File: src/rtl/wf_mem_loader_if.sv
// Waveform RAM port bundle. The loader drives address/data/enable; the RAM side
// returns read data and may stall the loader.
interface wf_mem_loader_if #(
    parameter int ADDR_W = 12,
    parameter int DATA_W = 16
);
    // Handshake: ram_we/ram_addr/ram_wdata are registered by the master and each
    // cycle with ram_we=1 is exactly one write. ram_stall=1 asks the master not to
    // issue a new write in the coming cycle; ram_rdata is valid one cycle after ram_addr.
    logic [ADDR_W-1:0] ram_addr;
    logic [DATA_W-1:0] ram_wdata;
    logic              ram_we;
    logic [DATA_W-1:0] ram_rdata;
    logic              ram_stall;

    modport master (
        output ram_addr, ram_wdata, ram_we,
        input  ram_rdata, ram_stall
    );

    modport slave (
        input  ram_addr, ram_wdata, ram_we,
        output ram_rdata, ram_stall
    );
endinterface

File: src/rtl/wf_mem_loader.sv
// Shares the single-port waveform RAM between the FX2 host loader (synchronised
// strobe + small FIFO) and the playback reader.
module wf_mem_loader #(
    parameter int ADDR_W     = 12,
    parameter int DATA_W     = 16,
    parameter int FIFO_DEPTH = 4
) (
    input  logic              clk,
    input  logic              rst_n,
    input  logic              wf_mem_clk,
    input  logic [DATA_W-1:0] wf_mem_data,
    input  logic              load_en,
    input  logic              play_en,
    input  logic [ADDR_W-1:0] play_addr,
    output logic [DATA_W-1:0] play_rdata,
    output logic              play_valid,
    output logic              busy,
    output logic              overflow,
    output logic [ADDR_W:0]   word_count,
    output logic [1:0]        dbg_state_o,
    wf_mem_loader_if.master   ram
);
    localparam int PTR_W = $clog2(FIFO_DEPTH);
    localparam int CNT_W = PTR_W + 1;
    localparam logic [ADDR_W:0] CNT_MAX = {1'b1, {ADDR_W{1'b0}}};

    typedef enum logic [1:0] {
        S_IDLE  = 2'd0,
        S_LOAD  = 2'd1,
        S_DRAIN = 2'd2
    } state_t;

    state_t            state_q, state_d;
    logic [2:0]        sync_q;
    logic [PTR_W-1:0]  wr_ptr_q, rd_ptr_q;
    logic [CNT_W-1:0]  cnt_q, cnt_d;
    logic [DATA_W-1:0] fifo_mem [FIFO_DEPTH];
    logic [ADDR_W-1:0] wr_addr_q, wr_addr_d;
    logic [ADDR_W:0]   word_count_q, word_count_d;
    logic              overflow_q, overflow_d;
    logic [ADDR_W-1:0] ram_addr_q, ram_addr_d;
    logic [DATA_W-1:0] ram_wdata_q, ram_wdata_d;
    logic              ram_we_q, ram_we_d;
    logic              busy_q;
    logic [1:0]        play_pipe_q;

    logic rise, push, pop, accept, drop, flush, fifo_full, fifo_empty;

    // Two sync flops then an edge-detect flop on the asynchronous host strobe.
    assign rise       = sync_q[1] & ~sync_q[2];
    assign fifo_full  = (cnt_q == CNT_W'(FIFO_DEPTH));
    assign fifo_empty = (cnt_q == '0);
    assign push       = rise && (state_q == S_LOAD);
    assign pop        = (state_q != S_IDLE) && !fifo_empty && !ram.ram_stall;
    assign accept     = push && (!fifo_full || pop);
    assign drop       = push && fifo_full && !pop;

    always_comb begin
        state_d      = state_q;
        wr_addr_d    = wr_addr_q;
        word_count_d = word_count_q;
        overflow_d   = overflow_q | drop;
        ram_addr_d   = ram_addr_q;
        ram_wdata_d  = ram_wdata_q;
        ram_we_d     = 1'b0;
        flush        = 1'b0;
        cnt_d        = cnt_q + CNT_W'(accept) - CNT_W'(pop);
        case (state_q)
            S_IDLE: begin
                if (play_en) ram_addr_d = play_addr;
                if (load_en) begin
                    state_d      = S_LOAD;
                    wr_addr_d    = '0;
                    word_count_d = '0;
                    overflow_d   = 1'b0;
                    flush        = 1'b1;
                end
            end
            S_LOAD, S_DRAIN: begin
                if (pop) begin
                    ram_we_d    = 1'b1;
                    ram_addr_d  = wr_addr_q;
                    ram_wdata_d = fifo_mem[rd_ptr_q];
                    wr_addr_d   = wr_addr_q + 1'b1;
                    if (word_count_q != CNT_MAX) word_count_d = word_count_q + 1'b1;
                end
                // Exit decisions look at the occupancy after this cycle's push/pop,
                // so a word arriving as load_en drops is still drained.
                if (state_q == S_LOAD) begin
                    if (!load_en) state_d = (cnt_d == '0) ? S_IDLE : S_DRAIN;
                end else if (cnt_d == '0) begin
                    state_d = S_IDLE;
                end
            end
            default: state_d = S_IDLE;
        endcase
        if (flush) cnt_d = '0;
    end

    always_ff @(posedge clk or negedge rst_n) begin
        if (!rst_n) begin
            state_q      <= S_IDLE;
            sync_q       <= '0;
            wr_ptr_q     <= '0;
            rd_ptr_q     <= '0;
            cnt_q        <= '0;
            wr_addr_q    <= '0;
            word_count_q <= '0;
            overflow_q   <= 1'b0;
            ram_addr_q   <= '0;
            ram_wdata_q  <= '0;
            ram_we_q     <= 1'b0;
            busy_q       <= 1'b0;
            play_pipe_q  <= '0;
        end else begin
            state_q      <= state_d;
            sync_q       <= {sync_q[1:0], wf_mem_clk};
            wr_ptr_q     <= flush ? '0 : wr_ptr_q + PTR_W'(accept);
            rd_ptr_q     <= flush ? '0 : rd_ptr_q + PTR_W'(pop);
            cnt_q        <= cnt_d;
            wr_addr_q    <= wr_addr_d;
            word_count_q <= word_count_d;
            overflow_q   <= overflow_d;
            ram_addr_q   <= ram_addr_d;
            ram_wdata_q  <= ram_wdata_d;
            ram_we_q     <= ram_we_d;
            busy_q       <= (state_d != S_IDLE);
            play_pipe_q  <= {play_pipe_q[0], play_en && (state_q == S_IDLE)};
        end
    end

    always_ff @(posedge clk) begin
        if (accept) fifo_mem[wr_ptr_q] <= wf_mem_data;
    end

    assign ram.ram_addr  = ram_addr_q;
    assign ram.ram_wdata = ram_wdata_q;
    assign ram.ram_we    = ram_we_q;
    assign play_rdata    = ram.ram_rdata;
    assign play_valid    = play_pipe_q[1];
    assign busy          = busy_q;
    assign overflow      = overflow_q;
    assign word_count    = word_count_q;
    assign dbg_state_o   = state_q;
endmodule
File: src/flat_wrapper.sv
// flat-port wrapper written by rule: the top's interface ports become plain ports
module wf_mem_loader_flat 
#(
    parameter int ADDR_W     = 12,
    parameter int DATA_W     = 16,
    parameter int FIFO_DEPTH = 4
)
  (clk, rst_n, wf_mem_clk, wf_mem_data, load_en, play_en, play_addr, play_rdata, play_valid, busy, overflow, word_count, dbg_state_o, ram_ram_addr, ram_ram_wdata, ram_ram_we, ram_ram_rdata, ram_ram_stall);
  wf_mem_loader_if #(.ADDR_W(ADDR_W), .DATA_W(DATA_W)) ram_i ();
  input  logic clk;
  input  logic rst_n;
  input  logic wf_mem_clk;
  input  logic [DATA_W-1:0] wf_mem_data;
  input  logic load_en;
  input  logic play_en;
  input  logic [ADDR_W-1:0] play_addr;
  output logic [DATA_W-1:0] play_rdata;
  output logic play_valid;
  output logic busy;
  output logic overflow;
  output logic [ADDR_W:0] word_count;
  output logic [1:0] dbg_state_o;
  output wire logic [$bits(ram_i.ram_addr)-1:0] ram_ram_addr;
  output wire logic [$bits(ram_i.ram_wdata)-1:0] ram_ram_wdata;
  output wire logic [$bits(ram_i.ram_we)-1:0] ram_ram_we;
  input wire logic [$bits(ram_i.ram_rdata)-1:0] ram_ram_rdata;
  input wire logic [$bits(ram_i.ram_stall)-1:0] ram_ram_stall;
  assign ram_ram_addr = ram_i.ram_addr;
  assign ram_ram_wdata = ram_i.ram_wdata;
  assign ram_ram_we = ram_i.ram_we;
  assign ram_i.ram_rdata = ram_ram_rdata;
  assign ram_i.ram_stall = ram_ram_stall;
  wf_mem_loader #(.ADDR_W(ADDR_W), .DATA_W(DATA_W), .FIFO_DEPTH(FIFO_DEPTH)) u_core (.clk(clk), .rst_n(rst_n), .wf_mem_clk(wf_mem_clk), .wf_mem_data(wf_mem_data), .load_en(load_en), .play_en(play_en), .play_addr(play_addr), .play_rdata(play_rdata), .play_valid(play_valid), .busy(busy), .overflow(overflow), .word_count(word_count), .dbg_state_o(dbg_state_o), .ram(ram_i));
endmodule
File: config.mk
export PLATFORM = sky130hd
export DESIGN_NAME = wf_mem_loader_flat
export DESIGN_NICKNAME = d
export VERILOG_FILES = /design/src/rtl/wf_mem_loader_if.sv /design/src/rtl/wf_mem_loader.sv /design/src/flat_wrapper.sv
export SDC_FILE = /design/constraint.sdc
export NUM_CORES = 1
export LEC_CHECK = 0
export CAP_MARGIN = 30
export CORE_ASPECT_RATIO = 1.25
export CORE_MARGIN = 2
export CORE_UTILIZATION = 47
export CTS_CLUSTER_SIZE = 10
export DETAILED_ROUTE_END_ITERATION = 16
export GPL_ROUTABILITY_DRIVEN = 0
export HOLD_SLACK_MARGIN = 0.03
export PLACE_DENSITY = 0.77
export SLEW_MARGIN = 20
export SYNTH_ARGS = -nofsm -noshare
export SYNTH_HDL_FRONTEND = slang
export SYNTH_SLANG_ARGS = --single-unit
File: constraint.sdc
create_clock -name clk -period 2.9 [get_ports clk]
set_clock_uncertainty 0.2 [all_clocks]
set_input_delay 0.29 -clock clk [delete_from_list [all_inputs] [get_ports clk]]
set_output_delay 0.29 -clock clk [all_outputs]
set_load 0.01 [all_outputs]
After elaboration in Yosys (flattened, before gate mapping) --
Memory sizes are Yosys's and may differ from the RTL's. A register that Yosys moved wholly into a read port is not among the register bits. Index checks and enable logic that the tools add are counted.
Cells by class: muxes and demuxes 27, equality and inequality tests 8, bitwise gates (word level) 3, add/sub/neg operators 6, reduce and logical (&&, ||, !) cells 24
Operator list (count):
- $mux 12 | 4
- $pmux 12 s2 | 2
- $mux 13 | 3
- $pmux 13 s2 | 1
- $mux 2 | 7
- $add 13x1->13 const B | 1
- $ne 13x13->1 const B | 1
- $add 12x1->12 const B | 1
- $mux 1 | 8
- $logic_and 1x1->1 | 7
- $logic_not 3->1 | 2
- $reduce_and 3->1 | 2
- $reduce_bool 2->1 | 3
- $logic_not 1->1 | 5
- $add 2x1->2 | 2
- $ne 2x1->1 const B | 2
- $ne 2x2->1 const B | 2
- $pmux 2 s2 | 1
- $reduce_and 4->1 | 1
- $add 3x1->3 | 1
- $eq 3x3->1 const B | 1
- $mux 3 | 1
- $sub 3x1->3 | 1
- $eq 2x1->1 const B | 1
- 8 further kinds | 8
Word-level totals: memories 1, register bits 54, output and inout port bits 63, memory bits (writable) 64, input port bits 50, logic and storage cells 81
Memories:
- u_core.fifo_mem | words 4, bits a word 16, rd ports 1, clocked after Yosys merged registers in 1, write ports 1, RTL line wf_mem_loader.sv:37 | logic [DATA_W-1:0] fifo_mem [FIFO_DEPTH];

Longest topological paths before layout --
Gate-level depths: netlist of the first run.
depth after elaboration 14, mapped depth 13, gate-level depth less buffers 13

Worst setup path before layout of the first run --
No wires, ideal clock.
path kind flip-flop to flip-flop, start register u_core.state_q[0], in the netlist u_core.dbg_state_o[0], end memory u_core.fifo_mem[0][0], enable pin, path buffers 0, period minus slack after synthesis 3.148 ns, cell stages (with the launch flop) 7, required time 2.287 ns, slack -0.248 ns, setup time 0.413 ns, arrival 2.535 ns, cell sequence dfrtp_1 > inv_1 > ha_1 > or2_1 > nand3_1 > and2_1 > nor3b_1
On the way: longest elaborated chain between the ends 7, elaborated cells between the ends (all ways) 9, classes of those cells eq/ne: 1; mux: 2; reduce/logical: 6
Ends and longest elaborated chain:
- start, declared | RTL line wf_mem_loader.sv:33 | state_t state_q, state_d;
- start signal, assigned | RTL line wf_mem_loader.sv:116 | state_q <= state_d;
- $reduce_bool 2->1 | RTL line wf_mem_loader.sv:54 | assign pop = (state_q != S_IDLE) && !fifo_empty && !ram.ram_stall;
- $logic_and 1x1->1 (2 in a row) | RTL line wf_mem_loader.sv:54
- $logic_or 1x1->1 | RTL line wf_mem_loader.sv:55 | assign accept = push && (!fifo_full || pop);
- $logic_and 1x1->1 (*) | RTL line wf_mem_loader.sv:55
- $mux 1 (*) | RTL line wf_mem_loader.sv:133 | if (accept) fifo_mem[wr_ptr_q] <= wf_mem_data;
- $mux 1 (implied by the code) (*) | RTL line wf_mem_loader.sv:133
- end, declared | RTL line wf_mem_loader.sv:37
Every way passes the cells marked *; elsewhere a longest branch is shown, timed or not.

Final worst setup path of the first run --
start register u_core.state_q[1], in the netlist u_core.dbg_state_o[1], end register u_core.busy_q, in the netlist u_core.busy
On the way: longest elaborated chain between the ends 13, elaborated cells between the ends (all ways) 20, classes of those cells add/sub: 2; eq/ne: 2; mux: 6; reduce/logical: 10
Ends and longest elaborated chain:
- $reduce_bool 2->1 | RTL line wf_mem_loader.sv:54
- $logic_and 1x1->1 (2 in a row) | RTL line wf_mem_loader.sv:54
- $logic_or 1x1->1 | RTL line wf_mem_loader.sv:55
- $logic_and 1x1->1 | RTL line wf_mem_loader.sv:55
- $add 3x1->3 | RTL line wf_mem_loader.sv:67 | cnt_d = cnt_q + CNT_W'(accept) - CNT_W'(pop);
- $sub 3x1->3 | RTL line wf_mem_loader.sv:67
- $logic_not 3->1 | RTL line wf_mem_loader.sv:90, wf_mem_loader.sv:91
- $mux 2 (2 in a row) | RTL line wf_mem_loader.sv:90 | if (!load_en) state_d = (cnt_d == '0) ? S_IDLE : S_DRAIN;
- $mux 2 | RTL line wf_mem_loader.sv:89 | if (state_q == S_LOAD) begin
- $pmux 2 s2 (*) | RTL line wf_mem_loader.sv:68 | case (state_q)
- $reduce_bool 2->1 (*) | RTL line wf_mem_loader.sv:127 | busy_q <= (state_d != S_IDLE);
- end signal, assigned | RTL line wf_mem_loader.sv:127
- end, declared | RTL line wf_mem_loader.sv:44 | logic busy_q;
Marked as above. A chain may end at the register's enable or synchronous reset.

==> results_dict.tcl, run 1 <==
set metrics [dict create \
    synth_edf_count 64 \
    setup_ws_ns -0.0574 \
    r2r-start "u_core.dbg_state_o[1]$_DFF_PN0_" \
    p_total_mw 6.88 \
    synth_fa_ha_area_share_pct 2.53 \
    setup_tns_ns -0.0853 \
    dp.cells 638 \
    io_pins 113 \
    htreeDepth 4 \
    nFillCells 923 \
    gr-usage-met1_pct 21.6 \
    path_clk_slew_ns 0.06 \
    synthDistinctLibCells 46 \
    antenna_found_initial 0 \
    drt-vias-per-instance 5.34 \
    numPortBuffers 80 \
    die_area_sq_um 13100 \
    syn_inst 407 \
    seq_area_sq_um 3670 \
    first_global_vias 3783 \
    worstMarginPinSlew_ns 0.471 \
    start_util_pct 47.7 \
    place_ws_ns -0.288 \
    tritoncts "yes" \
    failed_checks "negative setup slack" \
    multi_input_area_sq_um 1940 \
    power_leakage_nw 2.84 \
    drtAntennaViolNets 0 \
    die_h_um 128 \
    root_buffer "clkbuf_16" \
    postLayoutCellArea_sq_um 7410 \
    synth_mux_area_share_pct 11.7 \
    busiest_layer "met2" \
    powerDensity_nw_per_um2 928 \
    drv_cap 0 \
    yosysSeqAreaShare_pct 64.0 \
    nets 560 \
    cp-startpoint "u_core.dbg_state_o[1]$_DFF_PN0_" \
    use_met3_pct 4.92 \
    path_class "flip-flop to flip-flop" \
    synth_compound_area_share_pct 4.29 \
    first_pass_iters 4 \
    max_freq_ghz 0.338 \
    gr-usage-met2_pct 32.5 \
    synth.cell_area_sq_um 5740 \
    core_sq_um 12000 \
    wl_per_cell_um 17.0 \
    cts_made_buffers 17 \
    drc 0 \
    antenna_cells 0 \
    initialDrtViolationCount 161 \
    grt.total_usage_pct 18.6 \
    finalMaxSlewViolations 0 \
    critPathMaxFanout 4 \
    critical_path_required_ns 2.99 \
    layout-drive-gt1-share_pct 18.9 \
    async_reset_ff_share_pct 52.2 \
    startpoint_type "flip-flop" \
    hold_viol 0 \
    synth_top_family_by_area "multiplexers" \
    clk_latency_ns 0.41 \
    vias 3610 \
    min-delay-start "wf_mem_clk" \
    synthSimpleGateAreaFrac_pct 10.7 \
    period_needed_ns 2.96 \
    synth_ff_type "dfrtp_1" \
    finalSetupViolCount 2 \
    rsz0062_at_grt "true" \
    grt_max_degree 71 \
    routed_wirelength_um 11500 \
    layout.cells.non_filler 676 \
    ys.warnings.count 0 \
    syn_to_final_growth_pct 29.1 \
    cts_buffer_depth 2 \
    min_path_type "input port to flip-flop" \
    post_synth_xor_area_fraction_pct 2.90 \
    num_rows 45 \
    relSlewSlack_pct 68.6 \
    place_area_sq_um 6720 \
    overflow 0 \
    grt_pass1_wl_um 18500 \
    syn_nets 468 \
    avgSynthCellArea_sq_um 14.1 \
    cts.sink_count 134 \
    ys_ff_latch 134 \
    end_kind "flip-flop" \
    period_share_pct 102 \
    vdd_drop_max_v 0.000531 \
    critPathArrivalTime_ns 3.05 \
    status "complete, but fails checks" \
    hpwl_um 7570 \
    die_width_um 103 \
]
-- registers in the layout, summed over array words and instances (netlist names) --
register / cells
u_core.fifo_mem: 64
u_core.ram.ram_wdata: 16
u_core.word_count: 13
u_core.ram.ram_addr: 12
u_core.wr_addr_q: 12
u_core.cnt_q: 3
u_core.sync_q: 3
u_core.dbg_state_o: 2
u_core.play_pipe_q: 2
u_core.rd_ptr_q: 2
u_core.wr_ptr_q: 2
u_core.busy: 1
u_core.overflow: 1
u_core.ram.ram_we: 1
-- routing by layer --
metal  vias up  share of wire (%)
met2       112                 53
li1       1661                  -
met3        14                4.8
met4         0                1.4
met1      1823                 40
met5         -                  0
-- worst max-delay path, stage by stage, from the launching register on --
cell,delay (ns)
dfrtp_1,0.36
inv_2,0.06
ha_4,0.15
or2_4,0.27
nor2_4,0.14
ha_4,0.14
inv_2,0.04
ha_4,0.15
fa_2,0.38
xor2_2,0.17
xnor2_2,0.15
nor3_2,0.27
o311a_1,0.26
o21bai_1,0.09
-- placed cells by master (no fill, tap or decap), types with 2 or more instances in the layout --
cell type	count
mux2_1	15
mux2_2	2
buf_4	21
mux2i_1	12
dfrtp_1	69
clkdlybuf4s50_1	79
inv_6	2
nand2_1	35
nand3_1	7
or3_1	7
nor4b_1	3
clkbuf_16	17
o21ai_0	19
and2_1	7
nor3b_2	2
inv_2	4
nor4_1	2
nor3_1	6
ha_1	6
o21bai_1	2
xor2_1	5
and3b_1	2
and3_1	3
nor2_1	19
clkinv_4	4
o21ai_1	6
xnor2_1	12
inv_1	6
edfxtp_1	64
clkinvlp_4	4
nand4_1	6
a21oi_1	11
nor3b_1	2
and4_1	2
nand3b_1	2
ha_4	3
mux4_2	16
clkinv_2	3
-- power by group --
group	switching [mW]	leakage (nW)	internal [mW]
combinational	1.12	1.09	1.20
sequential	0.219	1.49	2.34
clock	0.809	0.269	1.20
-- through the flow --
step | hold WS (ns) | utilization, %
final | 0.125 | 61.5
after global routing | 0.115 | 61.5
after CTS | 0.114 | 60.8
after detailed placement | 0.142 | 55.8
after global placement | 0.135 | 55.8
after floorplan | -0.206 | -
-- layout make-up --
class	count	area share, %
sequential	134	49.6
multi-input combinational	232	26.2
timing repair buffer	104	13.4
clock buffer	18	5.92
tap	164	2.77
clock inverter	14	1.72
inverter	10	0.506
-- final timing paths --
check	end	slack, ns	cells after the start
worst max-delay path	u_core.busy$_DFF_PN0_	-0.06	13
worst min-delay path	u_core.sync_q[0]$_DFF_PN0_	0.12	1
worst max register to register	u_core.busy$_DFF_PN0_	-0.06	13
worst min register to register	u_core.sync_q[1]$_DFF_PN0_	0.15	0
max in group asynchronous	u_core.dbg_state_o[0]$_DFF_PN0_	1.90	3
min in group asynchronous	u_core.ram.ram_addr[5]$_DFFE_PN0P_	0.25	3
-- kinds of logic (layout without fill, tap and decap cells) --
logic type,Yosys count,in the layout
xor gates and xnor gates,19,19
buffers and inverters,41,146
and+or+nand+nor,114,114
DFF,134,134
adders and majority gates,11,11
muxes,45,45
AOI/OAI and AO/OA,43,43
-- repair_timing --
action / CTS / global route
setup buffers: 0 / 4
hold buffers: 1 / 0
resized for setup: 7 / 10
endpoints found under the setup margin: 3 / 2
endpoints found under the hold margin: 70 / 0
pin swaps: 1 / 10
-- Yosys cell counts (all sizes together) (2+ instances only) --
cell type  number  area (sq um)
ha             10           125
buf            23           156
nor3            8          40.0
inv            10          37.5
nand3           8          52.6
nand2          35           131
and3b           2          17.5
mux2i          12           120
clkbuf          8          30.0
dfrtp          70          1750
edfxtp         64          1920
o21bai          2          15.0
nor4b           4          41.3
xnor2          13           114
xor2            6          52.6
or3             7          43.8
nor4            2          12.5
mux4           16           360
and3            3          18.8
and4            2          17.5
o21ai          26           141
nand3b          2          15.0
nand4           6          37.5
nor3b           4          35.0
nor2           20          75.1
mux2           17           191
and2            7          43.8
a21oi          11          55.1
Power figures use the tool's default switching activity.
==> run 2, diff against run 1 <==
--- a/config.mk
+++ b/config.mk
@@ -9,6 +9,7 @@
 export CORE_ASPECT_RATIO = 1.25
 export CORE_MARGIN = 2
 export CORE_UTILIZATION = 47
+export CTS_BUF_LIST = sky130_fd_sc_hd__clkbuf_16
 export CTS_CLUSTER_SIZE = 10
 export DETAILED_ROUTE_END_ITERATION = 16
 export GPL_ROUTABILITY_DRIVEN = 0
==> results_dict.tcl, run 2 (same netlist as run 1, synthesis figures left out) <==
set metrics [dict create \
    cts_made_buffers 17 \
    first_pass_iters 4 \
    worstMarginPinSlew_ns 0.474 \
    drv_cap 0 \
    powerDensity_nw_per_um2 925 \
    tritoncts "yes" \
    period_share_pct 102 \
    first_global_vias 3769 \
    holdWs_ns 0.127 \
    finalSetupViolCount 2 \
    io_pins 113 \
    final_common_cell "clkdlybuf4s50_1" \
    vdd_drop_max_v 0.000484 \
    place_area_sq_um 6720 \
    clk_latency_ns 0.41 \
    root_buffer "clkbuf_16" \
    hold_viol 0 \
    period_needed_ns 2.95 \
    antenna_cells 0 \
    failed_checks "negative setup slack" \
    r2r_setup_slack_ns -0.05 \
    setup_ws_ns -0.0535 \
    max_freq_ghz 0.339 \
    most-common-layout-cells "clkdlybuf4s50_1, dfrtp_1, edfxtp_1" \
    critical_path_required_ns 2.99 \
    die_width_um 103 \
    place_ws_ns -0.288 \
    wl_per_cell_um 16.9 \
    fin_util_pct 61.5 \
    critPathArrivalTime_ns 3.04 \
    path_class "flip-flop to flip-flop" \
    cts.sink_count 134 \
    dp.cells 638 \
    vias 3629 \
    nFillCells 923 \
    die_h_um 128 \
    nets 560 \
    drt-vias-per-instance 5.37 \
    start_util_pct 47.7 \
    cts_buffer_depth 2 \
    numPortBuffers 80 \
    syn_to_final_growth_pct 29.0 \
    power_leakage_nw 2.83 \
    relSlewSlack_pct 68.4 \
    initialDrtViolationCount 171 \
    largest_reg_flops 64 \
    path_clk_slew_ns 0.06 \
    setup_tns_ns -0.0783 \
    status "complete, but fails checks" \
    htreeDepth 4 \
    num_rows 45 \
    rsz0062_at_grt "true" \
    layout-drive-gt1-share_pct 18.8 \
    end_kind "flip-flop" \
    postLayoutCellArea_sq_um 7400 \
    min_path_type "input port to flip-flop" \
    finalMaxSlewViolations 0 \
    overflow 0 \
    die_area_sq_um 13100 \
    drtAntennaViolNets 0 \
    core_sq_um 12000 \
    antenna_found_initial 0 \
    p_total_mw 6.85 \
    grt_max_degree 71 \
    routed_wirelength_um 11400 \
    hpwl_um 7570 \
    grt.total_usage_pct 18.6 \
    grt_pass1_wl_um 18600 \
    drc 0 \
    critPathMaxFanout 4 \
    layout.cells.non_filler 676 \
    top_register "u_core.fifo_mem" \
    startpoint_type "flip-flop" \
]
==> run 2: where the power goes <==
| group | switching, mW | internal (mW) |
|---|---|---|
| sequential | 0.220 | 2.34 |
| clock | 0.806 | 1.18 |
| combinational | 1.12 | 1.20 |
| total | 2.14 | 4.71 |
==> run 2: layout make-up <==
class / instances / area [sq um] / area share (%)
Clock buffer: 17 / 425 / 5.75
Clock inverter: 15 / 131 / 1.77
Inverter: 10 / 37.5 / 0.507
Multi-Input combinational cell: 232 / 1940 / 26.2
Sequential cell: 134 / 3670 / 49.6
Tap cell: 164 / 205 / 2.77
Timing Repair Buffer: 104 / 991 / 13.4
==> run 2: layer usage <==
layer | vias up | routed length [um] | GRT usage [%]
li1 | 1661 | - | -
met1 | 1843 | 4690 | 22.0
met2 | 107 | 6070 | 32.4
met3 | 18 | 507 | 4.70
met4 | 0 | 173 | 7.12
met5 | - | 0 | 0
==> run 2: path summary, 6_finish.rpt <==
kind | cells after the start | start | end
max in group asynchronous | 3 | rst_n | u_core.dbg_state_o[0]$_DFF_PN0_
min reg2reg | 0 | u_core.sync_q[0]$_DFF_PN0_ | u_core.sync_q[1]$_DFF_PN0_
max | 13 | u_core.dbg_state_o[1]$_DFF_PN0_ | u_core.busy$_DFF_PN0_
min in group asynchronous | 3 | rst_n | u_core.ram.ram_addr[5]$_DFFE_PN0P_
max reg2reg | 13 | u_core.dbg_state_o[1]$_DFF_PN0_ | u_core.busy$_DFF_PN0_
min | 1 | wf_mem_clk | u_core.sync_q[0]$_DFF_PN0_
==> run 2: worst max-delay path, stage by stage, from the launching register on <==
cell      delay (ns)
dfrtp_1         0.36
inv_2           0.06
ha_4            0.15
or2_4           0.27
nor2_4          0.14
ha_4            0.14
inv_2           0.04
ha_4            0.15
fa_2            0.38
xor2_2          0.17
xnor2_2         0.15
nor3_2          0.27
o311a_1         0.25
o21bai_1        0.09
==> run 2: repair_timing <==
item,4_1_cts,5_1_grt
hold endpoints to repair,70,0
buffers inserted,0,4
setup endpoints to repair,3,2
hold buffers,1,0
resized for setup,7,10
pin swaps,1,10
